**src/rtl/trap_arbiter.sv**
```systemverilog
// Machine-mode trap front end: arbitrates exceptions and synchronised interrupts,
// issues one trap at a time and sequences handler entry, ISR run and mret return.
//   state     | meaning
//   S_IDLE    | arbitrate; capture winning cause/pc
//   S_ISSUE   | one-cycle trap request to handler, pipeline stalled
//   S_PREP    | wait for handling_flag, bounded by WAIT_MAX cycles
//   S_HANDLE  | ISR runs, pipeline free, waiting for mret
//   S_RESTORE | mret held to handler until handling_flag drops
module trap_arbiter #(
    parameter int SYNC_STAGES = 2,
    parameter int WAIT_MAX    = 15
) (
    input  logic        clk,
    input  logic        rst,
    input  logic        i_exc_valid,
    input  logic [3:0]  i_exc_code,
    input  logic [31:0] i_exc_pc,
    input  logic [31:0] i_cur_pc,
    input  logic        i_irq_ext,
    input  logic        i_irq_sw,
    input  logic        i_irq_timer,
    input  logic        i_gie,
    input  logic [2:0]  i_ie_mask,
    input  logic        i_mret_in,
    input  logic        i_handling_flag,
    output logic        o_trap_req,
    output logic [31:0] o_trap_cause,
    output logic [31:0] o_trap_pc,
    output logic        o_mret_out,
    output logic        o_pipe_stall,
    output logic        o_trap_taken,
    output logic [2:0]  o_irq_pending,
    output logic        o_err_timeout,
    output logic        o_err_nested
);

    localparam int CW = $clog2(WAIT_MAX + 1);
    localparam int SW = 3 * SYNC_STAGES;

    typedef enum logic [2:0] {
        S_IDLE,
        S_ISSUE,
        S_PREP,
        S_HANDLE,
        S_RESTORE
    } state_t;

    state_t          r_state;
    state_t          w_state_nxt;
    logic [CW-1:0]   r_cnt;
    logic [CW-1:0]   w_cnt_nxt;
    logic [SW-1:0]   r_sync;
    logic [2:0]      w_irq_sync;
    logic [2:0]      w_irq_pend;
    logic [31:0]     w_cause_nxt;
    logic [31:0]     w_pc_nxt;
    logic            w_timeout_set;
    logic            w_nested;

    // Each 3-bit slice is one synchroniser stage for {ext,sw,timer}.
    assign w_irq_sync = r_sync[SW-1 -: 3];
    assign w_irq_pend = w_irq_sync & i_ie_mask;

    always_comb begin
        w_state_nxt   = r_state;
        w_cnt_nxt     = r_cnt;
        w_cause_nxt   = o_trap_cause;
        w_pc_nxt      = o_trap_pc;
        w_timeout_set = 1'b0;
        w_nested      = 1'b0;
        case (r_state)
            S_IDLE: begin
                if (i_exc_valid) begin
                    w_cause_nxt = {28'b0, i_exc_code};
                    w_pc_nxt    = i_exc_pc;
                    w_state_nxt = S_ISSUE;
                end else if (i_gie && (|w_irq_pend)) begin
                    w_pc_nxt    = i_cur_pc;
                    w_state_nxt = S_ISSUE;
                    if (w_irq_pend[2])      w_cause_nxt = 32'h8000_000B;
                    else if (w_irq_pend[1]) w_cause_nxt = 32'h8000_0003;
                    else                    w_cause_nxt = 32'h8000_0007;
                end
            end
            S_ISSUE: begin
                // Down-counter terminal count at zero gives WAIT_MAX PREP cycles.
                w_cnt_nxt   = CW'(WAIT_MAX - 1);
                w_state_nxt = S_PREP;
            end
            S_PREP: begin
                w_nested = i_exc_valid;
                if (i_handling_flag) begin
                    w_state_nxt = S_HANDLE;
                end else if (r_cnt == '0) begin
                    w_timeout_set = 1'b1;
                    w_state_nxt   = S_IDLE;
                end else begin
                    w_cnt_nxt = r_cnt - 1'b1;
                end
            end
            S_HANDLE: begin
                w_nested = i_exc_valid;
                if (i_mret_in) w_state_nxt = S_RESTORE;
            end
            S_RESTORE: begin
                w_nested = i_exc_valid;
                if (!i_handling_flag) w_state_nxt = S_IDLE;
            end
            default: w_state_nxt = S_IDLE;
        endcase
    end

    always_ff @(posedge clk or negedge rst) begin
        if (!rst) begin
            r_state       <= S_IDLE;
            r_cnt         <= '0;
            r_sync        <= '0;
            o_trap_req    <= 1'b0;
            o_trap_cause  <= '0;
            o_trap_pc     <= '0;
            o_mret_out    <= 1'b0;
            o_pipe_stall  <= 1'b0;
            o_trap_taken  <= 1'b0;
            o_irq_pending <= '0;
            o_err_timeout <= 1'b0;
            o_err_nested  <= 1'b0;
        end else begin
            r_state       <= w_state_nxt;
            r_cnt         <= w_cnt_nxt;
            r_sync        <= {r_sync[SW-4:0], i_irq_ext, i_irq_sw, i_irq_timer};
            o_trap_req    <= (w_state_nxt == S_ISSUE);
            o_trap_cause  <= w_cause_nxt;
            o_trap_pc     <= w_pc_nxt;
            o_mret_out    <= (w_state_nxt == S_RESTORE);
            o_pipe_stall  <= (w_state_nxt == S_ISSUE) || (w_state_nxt == S_PREP)
                             || (w_state_nxt == S_RESTORE);
            o_trap_taken  <= (r_state == S_PREP) && (w_state_nxt == S_HANDLE);
            o_irq_pending <= w_irq_pend;
            o_err_timeout <= o_err_timeout | w_timeout_set;
            o_err_nested  <= o_err_nested | w_nested;
        end
    end

endmodule

```
**config.mk**
```make
export PLATFORM = sky130hd
export DESIGN_NAME = trap_arbiter
export DESIGN_NICKNAME = d
export VERILOG_FILES = /design/src/rtl/trap_arbiter.sv
export SDC_FILE = /design/constraint.sdc
export NUM_CORES = 1
export LEC_CHECK = 0
export BUFFER_PORTS_ARGS = -buffer_cell sky130_fd_sc_hd__buf_2
export CAP_MARGIN = 0
export CELL_PAD_IN_SITES_DETAIL_PLACEMENT = 1
export CELL_PAD_IN_SITES_GLOBAL_PLACEMENT = 1
export CORE_MARGIN = 2
export CORE_UTILIZATION = 33
export CTS_CLUSTER_DIAMETER = 30
export DETAILED_ROUTE_END_ITERATION = 12
export GPL_TIMING_DRIVEN = 0
export HOLD_SLACK_MARGIN = 0.1
export PLACE_DENSITY_LB_ADDON = 0.1
export SYNTH_ARGS = -nofsm -noshare
export SYNTH_HDL_FRONTEND = slang
export SYNTH_SLANG_ARGS = --single-unit
export TNS_END_PERCENT = 10
```
**constraint.sdc**
```tcl
create_clock -name clk -period 2.1 [get_ports clk]
set_clock_uncertainty 0.1 [all_clocks]
set_input_delay 0.42 -clock clk [delete_from_list [all_inputs] [get_ports clk]]
set_output_delay 0.42 -clock clk [all_outputs]
set_load 0.1 [all_outputs]
```
==> results of run 1 <==
## flip-flops by register name, summed over array words and instances (netlist names)
register and flops:
o_pipe_stall 1, r_cnt 4, o_mret_out 1, o_trap_req 1
o_trap_cause 5, o_err_timeout 1, o_trap_pc 32, o_err_nested 1
o_irq_pending 3, o_trap_taken 1, r_state 3, r_sync 6
## final timing paths
check                                startpoint             to  slack, ns
worst max register to register         r_cnt[0]       r_cnt[0]       0.21
min in group clk                i_handling_flag  o_err_timeout       0.22
worst min register to register        r_sync[1]      r_sync[4]       0.25
worst max-delay path                   r_cnt[0]       r_cnt[0]       0.21
worst min-delay path                        rst      r_sync[1]       0.05
max in group asynchronous                   rst   o_trap_pc[8]       1.31
## cell families (layout without fill, tap and decap cells)
kind of cell | Yosys count | count (layout) | share of synthesized area, %
and+or+nand+nor | 63 | 63 | 11.68
AOI/OAI and AO/OA | 51 | 51 | 11.06
DFF | 59 | 59 | 52.42
adders and majority gates | 1 | 1 | 0.4442
muxes | 36 | 36 | 12.79
buffers and inverters | 49 | 191 | 11.46
other | 1 | 27 | 0.1331
## worst register-to-register path: cells and delay by family (launching register included)
family,cells,cell delay (ns)
and+or+nand+nor,2,0.56
AOI/OAI and AO/OA,2,0.48
DFF,1,0.40
adders and majority gates,1,0.15
buffers and inverters,1,0.08
## through the flow
stage,cell area (sq um),utilization (%)
after floorplan,2914,-
after global placement,3666,44.39
after detailed placement,3666,44.39
after CTS,3875,46.92
after global routing,3885,47.05
final,3885,47.05
## layout make-up
| cell class | instances | area share, % |
|---|---|---|
| clock inverters | 2 | 0.2576 |
| inverters | 8 | 0.7729 |
| well taps | 105 | 3.382 |
| multi-input cells | 178 | 28.89 |
| plain buffers | 41 | 7.536 |
| repair buffers | 127 | 16.81 |
| clock buffers | 13 | 4.348 |
| flip-flops and latches | 59 | 38.00 |
## metal layers
layer  part of all wire, %  global-route usage, %
met3                   8.5                  3.957
met1                    42                  19.51
met5                     0                      0
met4                   1.5                  6.690
met2                    48                  23.67
## synthesized netlist by cell type, types with 2 or more instances
library cell,count
sky130_fd_sc_hd__buf_4,31
sky130_fd_sc_hd__a21o_1,2
sky130_fd_sc_hd__a21oi_1,35
sky130_fd_sc_hd__and2_1,3
sky130_fd_sc_hd__nor3b_2,2
sky130_fd_sc_hd__dfrtp_1,59
sky130_fd_sc_hd__buf_6,2
sky130_fd_sc_hd__mux2i_1,36
sky130_fd_sc_hd__a31oi_1,3
sky130_fd_sc_hd__nand2_1,3
sky130_fd_sc_hd__buf_2,6
sky130_fd_sc_hd__inv_1,8
sky130_fd_sc_hd__a21oi_2,2
sky130_fd_sc_hd__o22ai_1,2
sky130_fd_sc_hd__nor2_1,40
sky130_fd_sc_hd__nor2b_1,3
sky130_fd_sc_hd__clkbuf_1,2
sky130_fd_sc_hd__o31a_1,2
## what timing repair did
action                                  in CTS  in global routing
setup buffers                                0                  0
endpoints found under the setup margin       0                  1
resized for setup                            0                  1
endpoints found under the hold margin        3                  0
hold buffers                                 3                  0
==> results by stage, run 1 <==
Outcome:
- The flow ran to the end, and the final reports show no timing, DRC or antenna violations.

Die:
- The die covers a little over 9000 sq um.
- The I/O pin total is 153.
- The die height is 96.39 microns.
- The floorplan step set the die width to 96.39 microns.
- The placeable core region is 8258 sq um.
- Once the floorplan was initialized, standard cells occupied 34.11% of the core.
- The initialized floorplan defines 33 standard-cell rows.

Layout:
- Leaving out filler cells and counting taps, the final layout contains 533.
- The area growth from synthesis to final layout is 37.94%.
- The net count of the finished layout is about 510.
- The library cells used most frequently in the layout, excluding fill and tap cells, are sky130_fd_sc_hd__buf_2 (129), sky130_fd_sc_hd__dfrtp_1 (59), sky130_fd_sc_hd__nor2_1 (40), sky130_fd_sc_hd__mux2i_1 (36), sky130_fd_sc_hd__a21oi_1 (35).
- The fraction of layout cells with a size suffix above 1 is 43.69%.
- In the final layout, the multi-input gates occupy 1122 sq um.
- The commonest non-fill, non-tap cell in the layout is sky130_fd_sc_hd__buf_2.
- The antenna diode count is 0.
- After filler insertion, the fill cell instance count of the layout stands at about 1000.
- The footprint of the flip-flops and latches is 1476 sq um.

STA:
- The count of final hold-check violations came to 0.
- The slew at the pin closest to its max-slew limit is about 0.77 ns.
- Subtracting the final worst setup slack from the clock period gives approximately 1.9 ns.
- The max-slew violation count is 0.
- Setup violations remaining at the end of the flow were counted as 0.
- Setup repair after global routing left no endpoint under its margin.
- The setup slack after layout is between 0.2 and 0.25 ns.
- The final critical path takes up 89.98% of the cycle.
- The achievable clock frequency is 529.2 MHz.
- The worst slew margin relative to its limit is ~48%.
- The setup TNS is 0 ns.
- Hold is met by 0.05173 ns.

Placed design:
- Before CTS, the worst setup slack after placement is 0.1270 ns.
- The wire-length estimate of the detail-placed layout is about 5500 microns.
- The final RePlAce weighted congestion is 0.7152.
- The count of buffers added on input and output ports is 124.
- The number of placed instances, taps included, is just over 500.

Drt:
- The count of vias placed by the detailed router is between 2000 and 2500.
- Dividing the detail-routed wire length by the instance count gives 13.55 microns.
- The vias per cell is 4.462.
- The count of nets left with antenna violations after detail routing is 0.
- In the routed design, unresolved DRC markers number 0.
- The detailed-routing iteration count for the pre-antenna-repair pass is 4.
- The final layout contains routed wiring with a total length of 7221 microns.
- The number of DRC markers in iteration 0 is 44.

Clock network:
- The H-tree generated during clock tree synthesis spans 3 levels.
- TritonCTS created 9 clock buffers.
- The worst-skew pair later-pin latency is 0.32 ns.
- After clock tree synthesis, the clock-pin slew on the worst setup and hold paths is 0.06 ns.
- The clock passes through at most 2 buffers.
- The tree is rooted in a sky130_fd_sc_hd__clkbuf_8.
- The number of clock sinks is slightly below 60.
- The clock tree from TritonCTS is yes.

Hold path:
- The type of the worst min-delay path is in -> async.

Logic synthesis:
- After synthesis, the cell types taking the most area are sky130_fd_sc_hd__dfrtp_1 (52%), sky130_fd_sc_hd__mux2i_1 (13%), sky130_fd_sc_hd__buf_4 (8.3%), sky130_fd_sc_hd__a21oi_1 (6.2%), sky130_fd_sc_hd__nor2_1 (5.3%).
- The cell count after synthesis is 260.
- The flop and latch count out of synthesis is 59.
- The synthesized area is about 2800 sq um.
- For this run, asynchronously set or reset flops after synthesis account for between 90% and 100%.
- The synthesized design spends more area on one cell type than any other, namely sky130_fd_sc_hd__dfrtp_1.
- The sequential cell area fraction in the yosys report is 52.42%.
- For this run, the leading register cell type out of synthesis is sky130_fd_sc_hd__dfrtp_1.
- The share of synthesized area in the top cell type comes to 52.42%.
- The number of distinct library cell variants in the gate-level netlist after synthesis is 37.
- The warning count from the yosys run is 0.
- The synthesized area per cell is 10.83 sq um.
- In this run, synthesis inferred 0 flip-flops with an integrated enable.

Global routing:
- The first global-routing pass estimated roughly 10000 microns of wire.
- The number of antenna violations at the first check in global routing is 0.
- The via count of the first global-routing pass is 2152.
- The global-route usage over all layers is between 10% and 20%.
- Global routing finished with a remaining overflow of 0.
- Entering global routing, the biggest net connects 60 pins.

Worst setup path:
- Walking the worst path, the cells encountered are inv_1 > ha_1 > or3b_1 > a21oi_4 > nor4_1 > a21o_1.
- The critical-path maximum fanout is 7.
- The worst setup path is captured at a register.
- The critical path is of the reg -> reg type.
- The arrival time reported for the critical path endpoint is approximately 2 ns.
- In this design, the largest share of critical-path delay is due to simple AND/OR/NAND/NOR gates.
- The cell with the largest stage delay on the worst path is sky130_fd_sc_hd__or3b_1.
- The data required time of the worst path is 2.21 ns.
- Counting buffers and inverters, the worst setup path is 6 cells deep.
- The element type at the critical path start is a register.
- The largest single stage delay on the critical path is 0.42 ns.
- Together, buffers and inverters on the worst path number 1.
- The cell count of the worst reg-to-reg path is 6.

Run:
- The tool flagged a number of max-cap violations equal to 0.
Power of run 1 is left out: the tool's default activity adds up to more than one toggle a clock period on the data nets, which glitch-free logic cannot reach.
==> run 2: changes to the inputs <==
BUFFER_PORTS_ARGS = not set   (was -buffer_cell sky130_fd_sc_hd__buf_2)
CORE_UTILIZATION = 46   (was 33)
CTS_BUF_LIST = sky130_fd_sc_hd__clkbuf_4 sky130_fd_sc_hd__clkbuf_8 sky130_fd_sc_hd__clkbuf_16   (was not set)
DONT_BUFFER_PORTS = 1   (was not set)
==> results by stage, run 2 (synthesis results as in run 1) <==
Die:
- The die height came to 82.25 microns (was 96.39 microns).
- The width of the chip is 82.25 microns (was 96.39 microns).
- The I/O pin total came to 153 (unchanged).
- The count of standard-cell rows is 28 (was 33).
- The initial core utilization is 47.57% (was 34.11%).
- The area of the die is 6764 sq um (was 9290 sq um).
- The placeable core region came to 5921 sq um (was 8258 sq um).

Clock network:
- The cell at the root of the clock tree is sky130_fd_sc_hd__clkbuf_8 (unchanged).
- The maximum level of the CTS H-tree came to 3 (unchanged).
- The number of clock sinks is 59 (unchanged).
- The number of buffers created by CTS was 9 (unchanged).
- The clock tree from TritonCTS is yes (unchanged).
- The worst-skew pair later-pin latency came to 0.32 ns (about the same).
- The clock input transition at the sequential cells of the worst setup and hold paths is 0.06 ns (about the same).
- The clock tree buffer depth is 2 (unchanged).

STA:
- The count of final setup violators was 0 (unchanged).
- The achievable clock frequency is 512.1 MHz (was 529.2 MHz).
- The count of final hold-check violations was 0 (unchanged).
- RSZ-0062 raised after global routing: false (unchanged).
- The worst slew margin relative to its limit was 37.77% (was 48.42%).
- The time the worst path needs with I/O delays and setup was 1.953 ns (was 1.890 ns).
- The max-slew violation count is 0 (unchanged).
- The setup TNS was 0 ns (unchanged).
- The part of the cycle the worst path needs is 93.00% (was 89.98%).
- The slew at the pin closest to its max-slew limit is 0.9335 ns (was 0.7736 ns).

Outcome:
- Result of the run: finished clean (unchanged).

Layout:
- The footprint of the flip-flops and latches was 1476 sq um (unchanged).
- The antenna diode count came to 0 (unchanged).
- The net count of the finished layout was 384 (was 505).
- The fraction of layout cells with a size suffix above 1 is 21.43% (was 43.69%).
- The register with the most flip-flops is o_trap_pc (unchanged).
- Largest registers ranked by flip-flop count: o_trap_pc x32, r_sync x6, o_trap_cause x5 (unchanged).
- The post-route cell area is 3269 sq um (was 3885 sq um).
- Leading cell types in the layout, fill and taps excluded: sky130_fd_sc_hd__dfrtp_1 (59), sky130_fd_sc_hd__nor2_1 (40), sky130_fd_sc_hd__mux2i_1 (36), sky130_fd_sc_hd__a21oi_1 (35), sky130_fd_sc_hd__buf_4 (31) (was sky130_fd_sc_hd__buf_2 (129), sky130_fd_sc_hd__dfrtp_1 (59), sky130_fd_sc_hd__nor2_1 (40), sky130_fd_sc_hd__mux2i_1 (36), sky130_fd_sc_hd__a21oi_1 (35)).
- The area growth from synthesis to final layout is 16.08% (was 37.94%).
- The post-route non-filler standard cell count is 383 (was 533).
- The filler cell count in the final layout is 665 (was 1006).
- The number of flip-flops under the largest register name is 32 (unchanged).
- The commonest non-fill, non-tap cell in the layout is sky130_fd_sc_hd__dfrtp_1 (was sky130_fd_sc_hd__buf_2).
- The area of the multi-input gates is 1115 sq um (was 1122 sq um).

Global routing:
- The number of antenna violations at the first check in global routing is 0 (unchanged).
- The residual overflow from global routing was 0 (unchanged).
- The wire length of the first global-routing pass is 9480 microns (was 10450 microns).
- The pin count of the biggest net entering global routing is 60 (unchanged).
- The global-route usage over all layers was 19.02% (was 15.03%).
- The via count of the first global-routing pass is 1975 (was 2152).

Drt:
- The vias per cell is 5.057 (was 4.462).
- The average wire length per cell after detail routing is 16.72 microns (was 13.55 microns).
- The count of vias placed by the detailed router is 1937 (was 2378).
- The remaining routing DRC violations is 0 (unchanged).
- The count of nets left with antenna violations after detail routing is 0 (unchanged).
- The number of DRC markers in iteration 0 is 65 (was 44).
- The detailed-routing iteration count for the pre-antenna-repair pass came to 4 (unchanged).
- The detailed-route wire length is 6404 microns (was 7221 microns).

Placed design:
- The instance area after placement is 3008 sq um (was 3666 sq um).
- The half-perimeter wire length of the detailed placement result was 4626 microns (was 5542 microns).
- The final RePlAce weighted congestion is 0.7371 (was 0.7152).
- The total instance count after detailed placement is 361 (was 515).
- The number of I/O port buffers is 0 (was 124).

Worst setup path:
- The critical-path maximum fanout is 7 (unchanged).
- The register-to-register setup slack is 0.15 ns (was 0.21 ns).
- The type of the worst setup path was reg -> reg (unchanged).
- The data required time of the worst path came to 2.21 ns (about the same).
- The arrival time reported for the critical path endpoint is 2.06 ns (was 2.00 ns).
- The endpoint kind of the worst setup timing path is a register (unchanged).
- The element type at the critical path start was a register (unchanged).

Hold path:
- The type of the worst min-delay path is in -> reg (was in -> async).

Run:
- The max-capacitance violation count was 0 (unchanged).
==> run 2: worst paths after layout <==
check	from	to	cells after the start
max	r_cnt[0]	r_cnt[0]	6
min	i_ie_mask[1]	o_irq_pending[1]	1
max reg2reg	r_cnt[0]	r_cnt[0]	6
min reg2reg	r_sync[2]	r_sync[5]	0
max in group asynchronous	rst	o_trap_pc[8]	2
min in group asynchronous	rst	r_sync[1]	2
==> run 2: metrics by stage <==
stage               setup slack [ns]  utilization [%]  hold WS [ns]
detailed placement            0.1492            50.80       0.02514
finish                        0.1471            55.22        0.1259
floorplan                     0.3781                -       0.02441
CTS                           0.1400            55.22        0.1131
global placement              0.1719            50.80       0.02620
global route                 0.02825            55.22        0.1249
==> run 2: timing repair <==
action,in CTS,in global routing
gates resized for setup,0,0
setup endpoints to repair,0,0
setup buffers,0,0
hold buffers,6,0
hold endpoints to repair,63,0
==> run 2: critical path: stages, from the launching register on <==
cell,delay [ns]
sky130_fd_sc_hd__dfrtp_1,0.40
sky130_fd_sc_hd__inv_1,0.08
sky130_fd_sc_hd__ha_1,0.16
sky130_fd_sc_hd__or3b_1,0.40
sky130_fd_sc_hd__a21oi_2,0.35
sky130_fd_sc_hd__nor4_1,0.16
sky130_fd_sc_hd__a21o_1,0.20
==> run 2: routing by layer <==
metal	vias to the layer above	GRT usage (%)	routed length, microns
li1	913	-	-
met1	916	23.39	2469
met2	96	30.16	3149
met3	12	6.630	667
met4	0	8.500	117
met5	-	0	0
==> run 2: area by class of cell <==
cell class / count / share of cell area (%)
Sequential cell: 59 / 45.16
Multi-Input combinational cell: 178 / 34.10
Buffer: 41 / 8.955
Clock buffer: 14 / 5.320
Tap cell: 75 / 2.870
Timing Repair Buffer: 6 / 2.373
Inverter: 8 / 0.9185
Clock inverter: 2 / 0.3062
Power of run 2 is left out for the same reason.
==> run 3: changes to the inputs <==
ABC_AREA = 1   (was not set)
CORE_UTILIZATION = 44   (was 46)
==> results by stage, run 3 <==
Outcome:
- Result of the run: finished clean (unchanged).

Hold path:
- The type of the worst min-delay path is in -> reg (unchanged).

STA:
- The setup TNS is 0 ns (unchanged).
- The count of final setup violators is 0 (unchanged).
- The count of final hold-check violations is 0 (unchanged).
- The worst slew margin relative to its limit came to 37.17% (was 37.77%).
- The time the worst path needs with I/O delays and setup is 1.804 ns (was 1.953 ns).
- The worst hold slack is 0.1695 ns (was 0.1259 ns).
- The part of the cycle the worst path needs came to 85.92% (was 93.00%).
- RSZ-0062 raised after global routing: false (unchanged).
- The achievable clock frequency came to 554.2 MHz (was 512.1 MHz).
- The max-slew violation count is 0 (unchanged).
- The slew at the pin closest to its max-slew limit was 0.9424 ns (was 0.9335 ns).

Die:
- The width of the chip is 87.04 microns (was 82.25 microns).
- The I/O pin total is 153 (unchanged).
- The initial core utilization is 45.16% (was 47.57%).
- The count of standard-cell rows is 30 (was 28).
- The die height is 87.04 microns (was 82.25 microns).
- The area of the die is 7576 sq um (was 6764 sq um).
- The placeable core region is 6719 sq um (was 5921 sq um).

Logic synthesis:
- The area fraction of the dominant cell type after synthesis was 48.66% (was 52.42%).
- The flop and latch count out of synthesis came to 59 (unchanged).
- The warning count from the yosys run is 0 (unchanged).
- The most frequently used cell type in the post-synthesis netlist was sky130_fd_sc_hd__nand2_1 (was sky130_fd_sc_hd__dfrtp_1).
- The number of distinct library cell variants in the gate-level netlist after synthesis was 25 (was 37).
- The number of enable-type register cells in the synthesized netlist is 0 (unchanged).
- Largest cells by area after synthesis: sky130_fd_sc_hd__dfrtp_1 (49%), sky130_fd_sc_hd__nand2_1 (23%), sky130_fd_sc_hd__buf_4 (8.4%), sky130_fd_sc_hd__nand3_1 (6.9%), sky130_fd_sc_hd__buf_6 (1.9%) (was sky130_fd_sc_hd__dfrtp_1 (52%), sky130_fd_sc_hd__mux2i_1 (13%), sky130_fd_sc_hd__buf_4 (8.3%), sky130_fd_sc_hd__a21oi_1 (6.2%), sky130_fd_sc_hd__nor2_1 (5.3%)).
- The cell type contributing the most total cell area after synthesis is sky130_fd_sc_hd__dfrtp_1 (unchanged).
- The sequential cell area fraction in the yosys report is 48.66% (was 52.42%).
- The share of flip-flops with an asynchronous set or reset after synthesis was 100.0% (unchanged).
- The synthesized area per cell is 7.964 sq um (was 10.83 sq um).
- Top post-synthesis cells by count: sky130_fd_sc_hd__nand2_1 (187), sky130_fd_sc_hd__dfrtp_1 (59), sky130_fd_sc_hd__nand3_1 (42) (was sky130_fd_sc_hd__dfrtp_1 (59), sky130_fd_sc_hd__nor2_1 (40), sky130_fd_sc_hd__mux2i_1 (36)).
- The cell count after synthesis was 381 (was 260).
- The leading register cell type out of synthesis is sky130_fd_sc_hd__dfrtp_1 (unchanged).
- The synthesized area is 3034 sq um (was 2816 sq um).

Worst setup path:
- The data required time of the worst path came to 1.58 ns (was 2.21 ns).
- The type of the worst setup path is reg -> out (was reg -> reg).
- The arrival time reported for the critical path endpoint is 1.28 ns (was 2.06 ns).
- The element type at the critical path start is a register (unchanged).
- The register-to-register setup slack came to 0.63 ns (was 0.15 ns).
- The critical-path maximum fanout is 2 (was 7).
- The endpoint kind of the worst setup timing path was a primary output (was register).

Layout:
- The net count of the finished layout is 504 (was 384).
- The number of flip-flops under the largest register name is 32 (unchanged).
- The register with the most flip-flops is o_trap_pc (unchanged).
- The filler cell count in the final layout is 850 (was 665).
- The antenna diode count is 0 (unchanged).
- The area growth from synthesis to final layout is 14.31% (was 16.08%).
- The commonest non-fill, non-tap cell in the layout is sky130_fd_sc_hd__nand2_1 (was sky130_fd_sc_hd__dfrtp_1).
- The footprint of the flip-flops and latches is 1476 sq um (unchanged).
- The fraction of layout cells with a size suffix above 1 is 17.76% (was 21.43%).
- Leading cell types in the layout, fill and taps excluded: sky130_fd_sc_hd__nand2_1 (187), sky130_fd_sc_hd__dfrtp_1 (59), sky130_fd_sc_hd__nand3_1 (42), sky130_fd_sc_hd__buf_4 (34), sky130_fd_sc_hd__conb_1 (27) (was sky130_fd_sc_hd__dfrtp_1 (59), sky130_fd_sc_hd__nor2_1 (40), sky130_fd_sc_hd__mux2i_1 (36), sky130_fd_sc_hd__a21oi_1 (35), sky130_fd_sc_hd__buf_4 (31)).
- The post-route non-filler standard cell count came to 508 (was 383).
- The area of the multi-input gates is 1264 sq um (was 1115 sq um).
- Largest registers ranked by flip-flop count: o_trap_pc x32, r_sync x6, o_trap_cause x5 (unchanged).

Global routing:
- The number of antenna violations at the first check in global routing came to 0 (unchanged).
- The residual overflow from global routing is 0 (unchanged).
- The pin count of the biggest net entering global routing came to 60 (unchanged).
- The global-route usage over all layers is 20.57% (was 19.02%).
- The wire length of the first global-routing pass is 11980 microns (was 9480 microns).
- The via count of the first global-routing pass is 2487 (was 1975).

Clock network:
- The maximum level of the CTS H-tree came to 3 (unchanged).
- The worst-skew pair later-pin latency is 0.32 ns (about the same).
- The number of cells upsized or downsized after cts is 0 (unchanged).
- The number of buffers inserted by post-CTS setup repair came to 0 (unchanged).
- The clock input transition at the sequential cells of the worst setup and hold paths is 0.06 ns (about the same).
- The cell at the root of the clock tree is sky130_fd_sc_hd__clkbuf_8 (unchanged).
- The number of buffers created by CTS is 9 (unchanged).
- The clock tree from TritonCTS is yes (unchanged).
- The number of clock sinks is 59 (unchanged).
- The clock tree buffer depth is 2 (unchanged).

Drt:
- The number of DRC markers in iteration 0 is 46 (was 65).
- The vias per cell was 4.860 (was 5.057).
- The detailed-route wire length is 7319 microns (was 6404 microns).
- The detailed-routing iteration count for the pre-antenna-repair pass is 4 (unchanged).
- The remaining routing DRC violations came to 0 (unchanged).
- The count of nets left with antenna violations after detail routing is 0 (unchanged).
- The average wire length per cell after detail routing is 14.41 microns (was 16.72 microns).
- The count of vias placed by the detailed router came to 2469 (was 1937).

Placed design:
- The number of I/O port buffers is 0 (unchanged).
- The final RePlAce weighted congestion was 0.7377 (was 0.7371).
- The total instance count after detailed placement is 487 (was 361).
- The half-perimeter wire length of the detailed placement result came to 5576 microns (was 4626 microns).

Run:
- The max-capacitance violation count is 0 (unchanged).
-- run 3: cell types whose count changed after synthesis, sizes merged, moves of 4 or more --
cell,delta
nor2,-28
buf,+4
nand2,+190
nand3,+42
o21ai,+8
a21oi,-37
mux2i,-36
inv,+6
-- run 3: stage by stage --
stage	cell area [sq um]	setup WS [ns]	utilization [%]
6_report	3468	0.2956	51.62
5_1_grt	3468	0.2624	51.62
4_1_cts	3468	0.2688	51.62
3_5_place_dp	3232	0.5395	48.10
3_3_place_gp	3232	0.5880	48.10
2_1_floorplan	3132	0.6823	-
-- run 3: path summary, 6_finish.rpt --
path,from,endpoint,cells after the start
min,i_exc_code[1],o_trap_cause[1],2
max in group asynchronous,rst,o_trap_pc[25],2
max reg2reg,r_state[0],r_cnt[3],8
min reg2reg,r_sync[0],r_sync[3],0
max,o_trap_pc[30],o_trap_pc[30],0
min in group asynchronous,rst,o_trap_taken,2
-- run 3: kinds of logic after synthesis --
| family | share of synthesized area, % |
|---|---|
| buffers and inverters | 12.91 |
| other | 0.1236 |
| XOR/XNOR | 0.2887 |
| adder cells (fa/ha/maj) | 0.4123 |
| AND/OR/NAND/NOR | 35.30 |
| AO/OA/AOI/OAI | 2.309 |
| flip-flops | 48.66 |
-- run 3: cell type report --
class / instances / share of cell area, %
Buffer: 45 / 9.776
Sequential cell: 59 / 42.57
Timing Repair Buffer: 5 / 1.948
Tap cell: 80 / 2.886
Clock inverter: 3 / 0.4329
Clock buffer: 13 / 4.437
Multi-Input combinational cell: 289 / 36.44
Inverter: 14 / 1.515
-- run 3: timing repair --
action,4_1_cts,5_1_grt
setup endpoints to repair,0,0
hold buffers,5,0
hold endpoints to repair,62,0
-- run 3: per-layer routing --
metal | GRT usage [%] | part of all wire, % | up-vias
li1 | - | - | 1210
met5 | 0 | 0 | -
met3 | 7.299 | 8.6 | 8
met1 | 24.67 | 39 | 1162
met4 | 7.670 | 1.2 | 0
met2 | 33.93 | 51 | 89
Power of run 3 is left out for the same reason.
